<file path="config.mk">
export PLATFORM = sky130hd
export DESIGN_NAME = piso_tx
export DESIGN_NICKNAME = d
export VERILOG_FILES = /design/src/rtl/piso_tx.sv
export SDC_FILE = /design/constraint.sdc
export NUM_CORES = 1
export LEC_CHECK = 0
export CAP_MARGIN = 0
export CORE_ASPECT_RATIO = 1.75
export CORE_UTILIZATION = 44
export DETAILED_ROUTE_END_ITERATION = 7
export GPL_ROUTABILITY_DRIVEN = 1
export GPL_TIMING_DRIVEN = 0
export PLACE_DENSITY = 0.71
export SKIP_CTS_REPAIR_TIMING = 1
export SYNTH_ARGS = -nofsm -noshare
export SYNTH_HDL_FRONTEND = slang
export SYNTH_SLANG_ARGS = --single-unit
</file>
<file path="constraint.sdc">
create_clock -name clk -period 2.8 [get_ports clk]
set_input_delay 0.56 -clock clk [delete_from_list [all_inputs] [get_ports clk]]
set_output_delay 0.56 -clock clk [all_outputs]
set_load 0.005 [all_outputs]
</file>
<file path="src/rtl/piso_tx.sv">
// rtl/piso_tx.sv - parallel-in serial-out shift-register transmitter with valid/ready load and framing strobes
module piso_tx #(
    parameter int WIDTH = 8
) (
    input  logic             clk,
    input  logic             reset,
    input  logic [WIDTH-1:0] din,
    input  logic             l,
    input  logic             load,
    output logic             ready,
    output logic             dout,
    output logic             dvalid,
    output logic             last
);

    localparam int CW = $clog2(WIDTH);
    localparam logic [CW-1:0] CNT_INIT = CW'(WIDTH - 1);
    localparam logic [CW-1:0] CNT_ONE  = CW'(1);

    typedef enum logic {IDLE, SHIFT} state_t;

    state_t           state;
    logic [WIDTH-1:0] sreg;
    logic [CW-1:0]    cnt;
    logic             dir_q;
    logic             accept;

    // Loading on the last bit lets frames stream back-to-back with no gap.
    assign ready  = (state == IDLE) || last;
    assign accept = load && ready;

    always_ff @(posedge clk or posedge reset) begin
        if (reset) begin
            state  <= IDLE;
            sreg   <= '0;
            cnt    <= '0;
            dir_q  <= 1'b0;
            dout   <= 1'b0;
            dvalid <= 1'b0;
            last   <= 1'b0;
        end else if (accept) begin
            dir_q <= l;
            // First bit goes straight to dout; the rest waits at the output end of sreg.
            if (l) begin
                dout <= din[WIDTH-1];
                sreg <= {din[WIDTH-2:0], 1'b0};
            end else begin
                dout <= din[0];
                sreg <= {1'b0, din[WIDTH-1:1]};
            end
            cnt    <= CNT_INIT;
            dvalid <= 1'b1;
            last   <= 1'b0;
            state  <= SHIFT;
        end else if (state == SHIFT) begin
            if (cnt != '0) begin
                if (dir_q) begin
                    dout <= sreg[WIDTH-1];
                    sreg <= {sreg[WIDTH-2:0], 1'b0};
                end else begin
                    dout <= sreg[0];
                    sreg <= {1'b0, sreg[WIDTH-1:1]};
                end
                cnt  <= cnt - CNT_ONE;
                last <= (cnt == CNT_ONE);
            end else begin
                state  <= IDLE;
                dout   <= 1'b0;
                dvalid <= 1'b0;
                last   <= 1'b0;
            end
        end
    end

endmodule

</file>
* After elaboration in Yosys (flattened, before gate mapping)
Index checks and enable logic that the tools add are counted.
Word-level totals: register bits after elaboration 16, bits of input ports 12, output and inout port bits 4, word-level logic and storage cells 40
Operators by class: add/sub/neg operators 1, equal/unequal tests 2, muxes and demuxes 22, bitwise operators 1, reduce and logical (&&, ||, !) cells 7
Operator list (number):
- 8-bit two-way mux | 5
- 1-bit two-way mux | 14
- 3-bit two-way mux | 3
- 2-bit AND reduction | 2
- 2-bit nonzero test | 2
- 3-bit by 1-bit equality test with 1-bit output, second input constant | 1
- 3-bit nonzero test | 1
- 3-bit by 1-bit subtractor with 3-bit output, second input constant | 1
- 2-bit != test, second input constant | 1
- 1-bit logical AND | 1
- 1-bit logical OR | 1
- 1-bit inverter | 1

* Logic depth before layout (Yosys ltp)
word-level depth 5, depth in mapped cells 6, depth with buffers taken out 5

* Least setup slack after synthesis
No wires, ideal clock.
path kind input to register, from in load, to reg dir_q, setup time 0.125 ns, arrival 1.337 ns, required time 2.675 ns, path slack 1.339 ns, stages 4, path buffers 1, path through buf_2 inv_1 nor2_8 mux2_2
On the way: word-level cells in the longest chain between the ends 1
Ends and longest elaborated chain:
- from (decl) | RTL line 9 | input logic load,
- 1-bit logical AND | RTL line 30 | assign accept = load && ready;
- to (signal assigned) | RTL line 42 | dir_q <= l;
- to (decl) | RTL line 25 | logic dir_q;
Every way passes these cells. A chain may end at the register's enable or synchronous reset.

* Final worst setup path
from reg state, to out ready
On the way: word-level cells in the longest chain between the ends 2
Ends and longest elaborated chain:
- from (decl) | RTL line 22 | state_t state;
- from (signal assigned) | RTL line 34 | state <= IDLE;
- from (signal assigned) | RTL line 54 | state <= SHIFT;
- from (signal assigned) | RTL line 67 | state <= IDLE;
- 1-bit inverter | RTL line 29 | assign ready = (state == IDLE) || last;
- 1-bit logical OR | RTL line 29
- to (decl) | RTL line 10 | output logic ready,
Every way passes these cells.

==> results.toml <==
[logic_synthesis]
synthArstFlopShare_pct = 100
ys.flop_type = "dfrtp_1"
ys_ff_latch = 16
synth_area_per_cell_sq_um = 10.2
yosysSeqAreaShare_pct = 39.0
yosys_warnings = 0
synth_edf_count = 0
syn_inst = 101
synth_fp_nets = 116
syn_area_sq_um = 1030
synth.distinct_cells = 32

[placed_design]
io_buffers = 13
place_ws_ns = 0.887
place_congestion = 0.785
hpwl_mm = 1.83

[sta]
relSlewSlack_pct = 58.4
final.setup.tns_ns = 0
rsz0062_at_grt = "false"
tightestPinTransition_ns = 0.624
slew_viol_final = 0
fin_skew_ns = 0.00588
setup_viol_count_final = 0
hold_ws_ns = 0.536
fmax_mhz = 446
fin_crit_ns = 2.24
period_share_pct = 80.1
setup_slack_ns = 0.558
finalHoldViolations = 0

[cts]
cts-root-buf = "clkbuf_4"
cts_buffers = 3
clock_latency_ns = 0.29
clock_path_buffers = 2
clk_pin_slew_ns = 0.09
cts_tree = "done"
cts.sinks = 16
h-tree-depth = 1

[detailed_routing]
wirelength_mm = 2.45
wl_per_cell_microns = 17.3
firstDrtPassIters = 4
viasPerCell = 6.18
ant_nets = 0
num_vias = 878
drc = 0
drt_iter0_drc = 25

[global_routing]
antenna_found_initial = 0
grt_usage_pct = 21.9
grt_pass1_wl_mm = 3.96
grt_pass1_vias = 904
grt_overflow = 0
grt_max_degree = 17

[floorplanning]
core-area_sq_um = 2150
dieWidth_microns = 38.5
start_util_pct = 47.8
die_y_microns = 65.9
design.die.area_sq_um = 2540
num_rows = 22
io_pins = 16

[cells_and_area]
fin_util_pct = 56.9
area_growth_pct = 19.1
fin_nets = 134
diodes = 0
layout_commonest_cell = "dfrtp_1"
drive_above_1_share_pct = 17.8
n_fill_cell = 204
most-common-layout-cells = "16 x dfrtp_1, 13 x clkdlybuf4s50_1, 8 x mux2i_1"

[setup_path]
rrSetupSlack_ns = 1.23
cp-end-kind = "primary output"
endpoint = "ready"
cp-startpoint = "state$_DFF_PP0_"
reg2reg_depth = 5
cp_max_fo = 9
r2r-start = "cnt[0]$_DFFE_PP0P_"
r2r-end = "sreg[4]$_DFFE_PP0P_"
critPathKind = "reg -> out"
worstPathArrival_ns = 1.68
required_ns = 2.24
cp-start-kind = "flip-flop"

[outcome]
outcome = "finished clean"

[power]
vdd_drop_max_v = 0.000470
power.density_nw_per_um2 = 1100
p_total_uw = 1350
leakagePower_uw = 0.000539

[worst_hold_path]
hold_path.class = "reg -> reg"

[run]
max_cap_viol_count = 0
## layer usage
metal	up-vias	part of all wire [%]	GRT usage [%]
met5	-	0	0
met4	0	1.8	8.62
met3	6	4.9	3.37
met2	31	54	39.2
met1	430	39	24.4
li1	411	-	-
## where the power goes
group | switching, uW | internal, uW
Sequential | 93.7 | 350
Combinational | 381 | 372
Clock | 73.4 | 79.3
Total | 548 | 802
## state kept, by name, summed over array words and instances (netlist names)
name / cells
dout: 1
sreg: 8
dir_q: 1
state: 1
dvalid: 1
cnt: 3
last: 1
## Yosys cell counts (all sizes together) (3+ instances only)
library cell | instances | share of area [%]
o31ai | 3 | 2.2
o311a | 3 | 2.9
nor2 | 3 | 2.7
buf | 6 | 4.4
inv | 6 | 2.2
ha | 3 | 3.7
mux2i | 8 | 7.8
o21ai | 6 | 2.9
nand4 | 5 | 3.0
nand2 | 6 | 2.4
nor2b | 6 | 4.4
a2111oi | 3 | 2.6
a31oi | 4 | 2.4
dfrtp | 16 | 39
nand3 | 6 | 2.9
a21oi | 4 | 2.0
mux2 | 5 | 5.9
## logic make-up after synthesis
| group | share of synthesized area [%] |
|---|---|
| fa+ha+maj | 3.66 |
| mux | 13.7 |
| buf+inv | 6.58 |
| flops | 39.0 |
| simple gates | 19.8 |
| compound gates | 17.3 |
## per-stage QoR
stage / cell area [sq um] / cells
6_report: 1220 / 142
2_1_floorplan: 1030 / 101
3_3_place_gp: 1190 / 138
3_5_place_dp: 1190 / 138
4_1_cts: 1220 / 142
5_1_grt: 1220 / 142
## worst min path at each step
| stage | cells past startpoint | end | slack, ns | from |
|---|---|---|---|---|
| after floorplan | 1 | cnt[0]$_DFFE_PP0P_ | 0.47 | reset |
| after global placement | 2 | dvalid$_DFFE_PP0P_ | 0.50 | dvalid$_DFFE_PP0P_ |
| after detailed placement | 2 | dvalid$_DFFE_PP0P_ | 0.50 | dvalid$_DFFE_PP0P_ |
| after CTS | 2 | dvalid$_DFFE_PP0P_ | 0.53 | dvalid$_DFFE_PP0P_ |
| after global routing | 2 | dvalid$_DFFE_PP0P_ | 0.58 | dvalid$_DFFE_PP0P_ |
| final | 2 | dvalid$_DFFE_PP0P_ | 0.54 | dvalid$_DFFE_PP0P_ |
## critical path: stages, from the launching register on
cell,delay [ns]
dfrtp_1,0.37
buf_4,0.16
and2b_4,0.20
inv_2,0.14
clkdlybuf4s50_1,0.52
## cell type report
type                            instances  area, sq um  share of cell area (%)
Buffer                                  6         45.0                    3.68
Clock buffer                            4         36.3                    2.97
Inverter                                6         22.5                    1.84
Multi-Input combinational cell         73          558                    45.7
Sequential cell                        16          400                    32.8
Tap cell                               24         30.0                    2.46
Timing Repair Buffer                   13          130                    10.6
(Power assumes the default switching activity.)
==> edit: new RTL, config.mk and constraints unchanged <==
Change the parameter `WIDTH` from 8 to 16.
--- a/src/rtl/piso_tx.sv
+++ b/src/rtl/piso_tx.sv
@@ -1,5 +1,5 @@
 // rtl/piso_tx.sv - parallel-in serial-out shift-register transmitter with valid/ready load and framing strobes
 module piso_tx #(
-    parameter int WIDTH = 8
+    parameter int WIDTH = 16
 ) (
     input  logic             clk,
Ports: changed (resized din); port bits go from 16 to 24. No check against the original RTL was run, so the function may have changed too.
==> edit against the unedited design <==
- sequential cell count rose by 9
- register-to-register slack got worse by 0.44 ns
- clock skew grew 0.0061 ns
- utilization down 2.0 points
- design area rose by 77%
- synthesized area up 79%
- routed wire length rose by 110%
- clock power increased by 48%
- worst setup slack worse by 0.047 ns
- die area is 75% higher
- power is 44% higher
- fmax is 2.1% lower
- via count up 87%
- critical path type unchanged
- largest cell class unchanged
- highest routed layer unchanged
==> edit: results (changes against the unedited design) <==
outcome=complete, no violations; Final GP Congestion=0.882 (+12%); Netlist cell types=40 (+25%); Synth area leaders=dfrtp_1 34%, a2111oi_0 6.7%, a221oi_1 6.7%; Iteration-0 DRC Markers=66 (+160%); sequential area share after synthesis=0.341 (-0.0496); Final Skew=0.0120 ns (+0.00614 ns); FILL cells=356 (+75%); Post-synth top cells=25 x dfrtp_1, 15 x o31ai_1, 14 x a2111oi_0, 14 x a221oi_1, 14 x o221ai_1; vias in the first global route=1790 (+98%); WL per Instance=20.3 um (+17%); largest net degree at the start of global routing=26 (+9); VDD IR-drop max=0.457 mV (-2.7%); clock root cell=clkbuf_8; reg2reg end=sreg[2]; global-route wire length before repair=8510 um (+110%); all-layer global routing usage=0.252 (+0.0326); Buffers on Ports=22 (+9); Post-DP HPWL=3850 um (+110%); placed cell areas=2120 um^2 (+78%); Worst Tran Pin Value=0.994 ns (+0.370 ns); drt via density=6.53 (+5.6%); nets=226 (+69%); P_leak=0.837 nW (+55%); CP Max Fanout=10 (+1); WP data arrival=1.73 ns (+0.05 ns); pre-CTS setup slack=0.464 ns (-0.423 ns); share of layout cells above drive strength 1=0.202 (+0.0240); fin crit period=2.29 ns (+0.0472 ns); R2R cell count=6 (+1); setup slack, reg-to-reg=0.79 ns (-0.44 ns); biggest regs=sreg x16, cnt x4; sw power=801 uW (+46%); syn_nets=199 (+72%)
[edit: changes by cell type in the layout (fill, tap and decap cells not counted), sizes merged, moves of 6 or more]
cell	change
a2111oi	+11
a221oi	+14
and2b	+17
clkbuf	+9
clkdlybuf4s50	+9
dfrtp	+9
mux2i	-6
nand3	-6
nor2b	+6
o221ai	+14
o31ai	+12
[edit: layout make-up]
cell class,instances,area [um^2],share of cell area
multi-input combinational,125,985,0.455
sequential,25,626,0.289
timing repair buffer,22,220,0.102
buffer,20,195,0.0902
tap,48,60.1,0.0278
clock buffer,3,41.3,0.0191
inverter,7,31.3,0.0145
clock inverter,1,5.00,0.00231
[edit: cell families (layout without fill, tap and decap cells)]
group           after synthesis  count (layout)  share of synthesized area
flops                        25              25                      0.341
buf+inv                      27              53                      0.123
compound gates               73              73                      0.323
mux                           4               4                     0.0232
fa+ha+maj                     2               2                     0.0136
simple gates                 46              46                      0.176
[edit: worst max-delay path, stage by stage (launching register included)]
cell and delay (ns):
dfrtp_1 0.46, and2b_4 0.23, inv_6 0.10, buf_6 0.15
clkdlybuf4s50_1 0.50
[edit: stage by stage]
step / hold slack [ns] / std cells
3_3_place_gp: 0.466 / 247
2_1_floorplan: 0.474 / 177
4_1_cts: 0.499 / 251
6_report: 0.503 / 251
5_1_grt: 0.511 / 251
3_5_place_dp: 0.473 / 247
[edit: per-layer routing]
| metal | track usage | vias to the layer above | wire, um | share of wire |
|---|---|---|---|---|
| met1 | 0.286 | 796 | 2030 | 0.40 |
| met2 | 0.474 | 72 | 2800 | 0.55 |
| met3 | 0.0227 | 7 | 178 | 0.035 |
| met5 | 0 | - | 0 | 0 |
| li1 | - | 764 | - | - |
| met4 | 0.0934 | 0 | 81 | 0.016 |
[edit: how the worst min path moves through the flow]
stage,from,endpoint
finish,dvalid,dvalid
detailed placement,dvalid,dvalid
global route,dvalid,dvalid
CTS,dvalid,dvalid
floorplan,dvalid,dvalid
global placement,dvalid,dvalid
[edit: power by group through the flow]
| stage | registers (mW) | logic [mW] | clock network (mW) |
|---|---|---|---|
| 2_1_floorplan | 0.626 | 0.784 | 0 |
| 3_3_place_gp | 0.664 | 0.988 | 0 |
| 3_5_place_dp | 0.674 | 1.03 | 0 |
| 4_1_cts | 0.665 | 1.04 | 0.227 |
| 5_1_grt | 0.686 | 1.13 | 0.241 |
| 6_report | 0.673 | 1.04 | 0.226 |
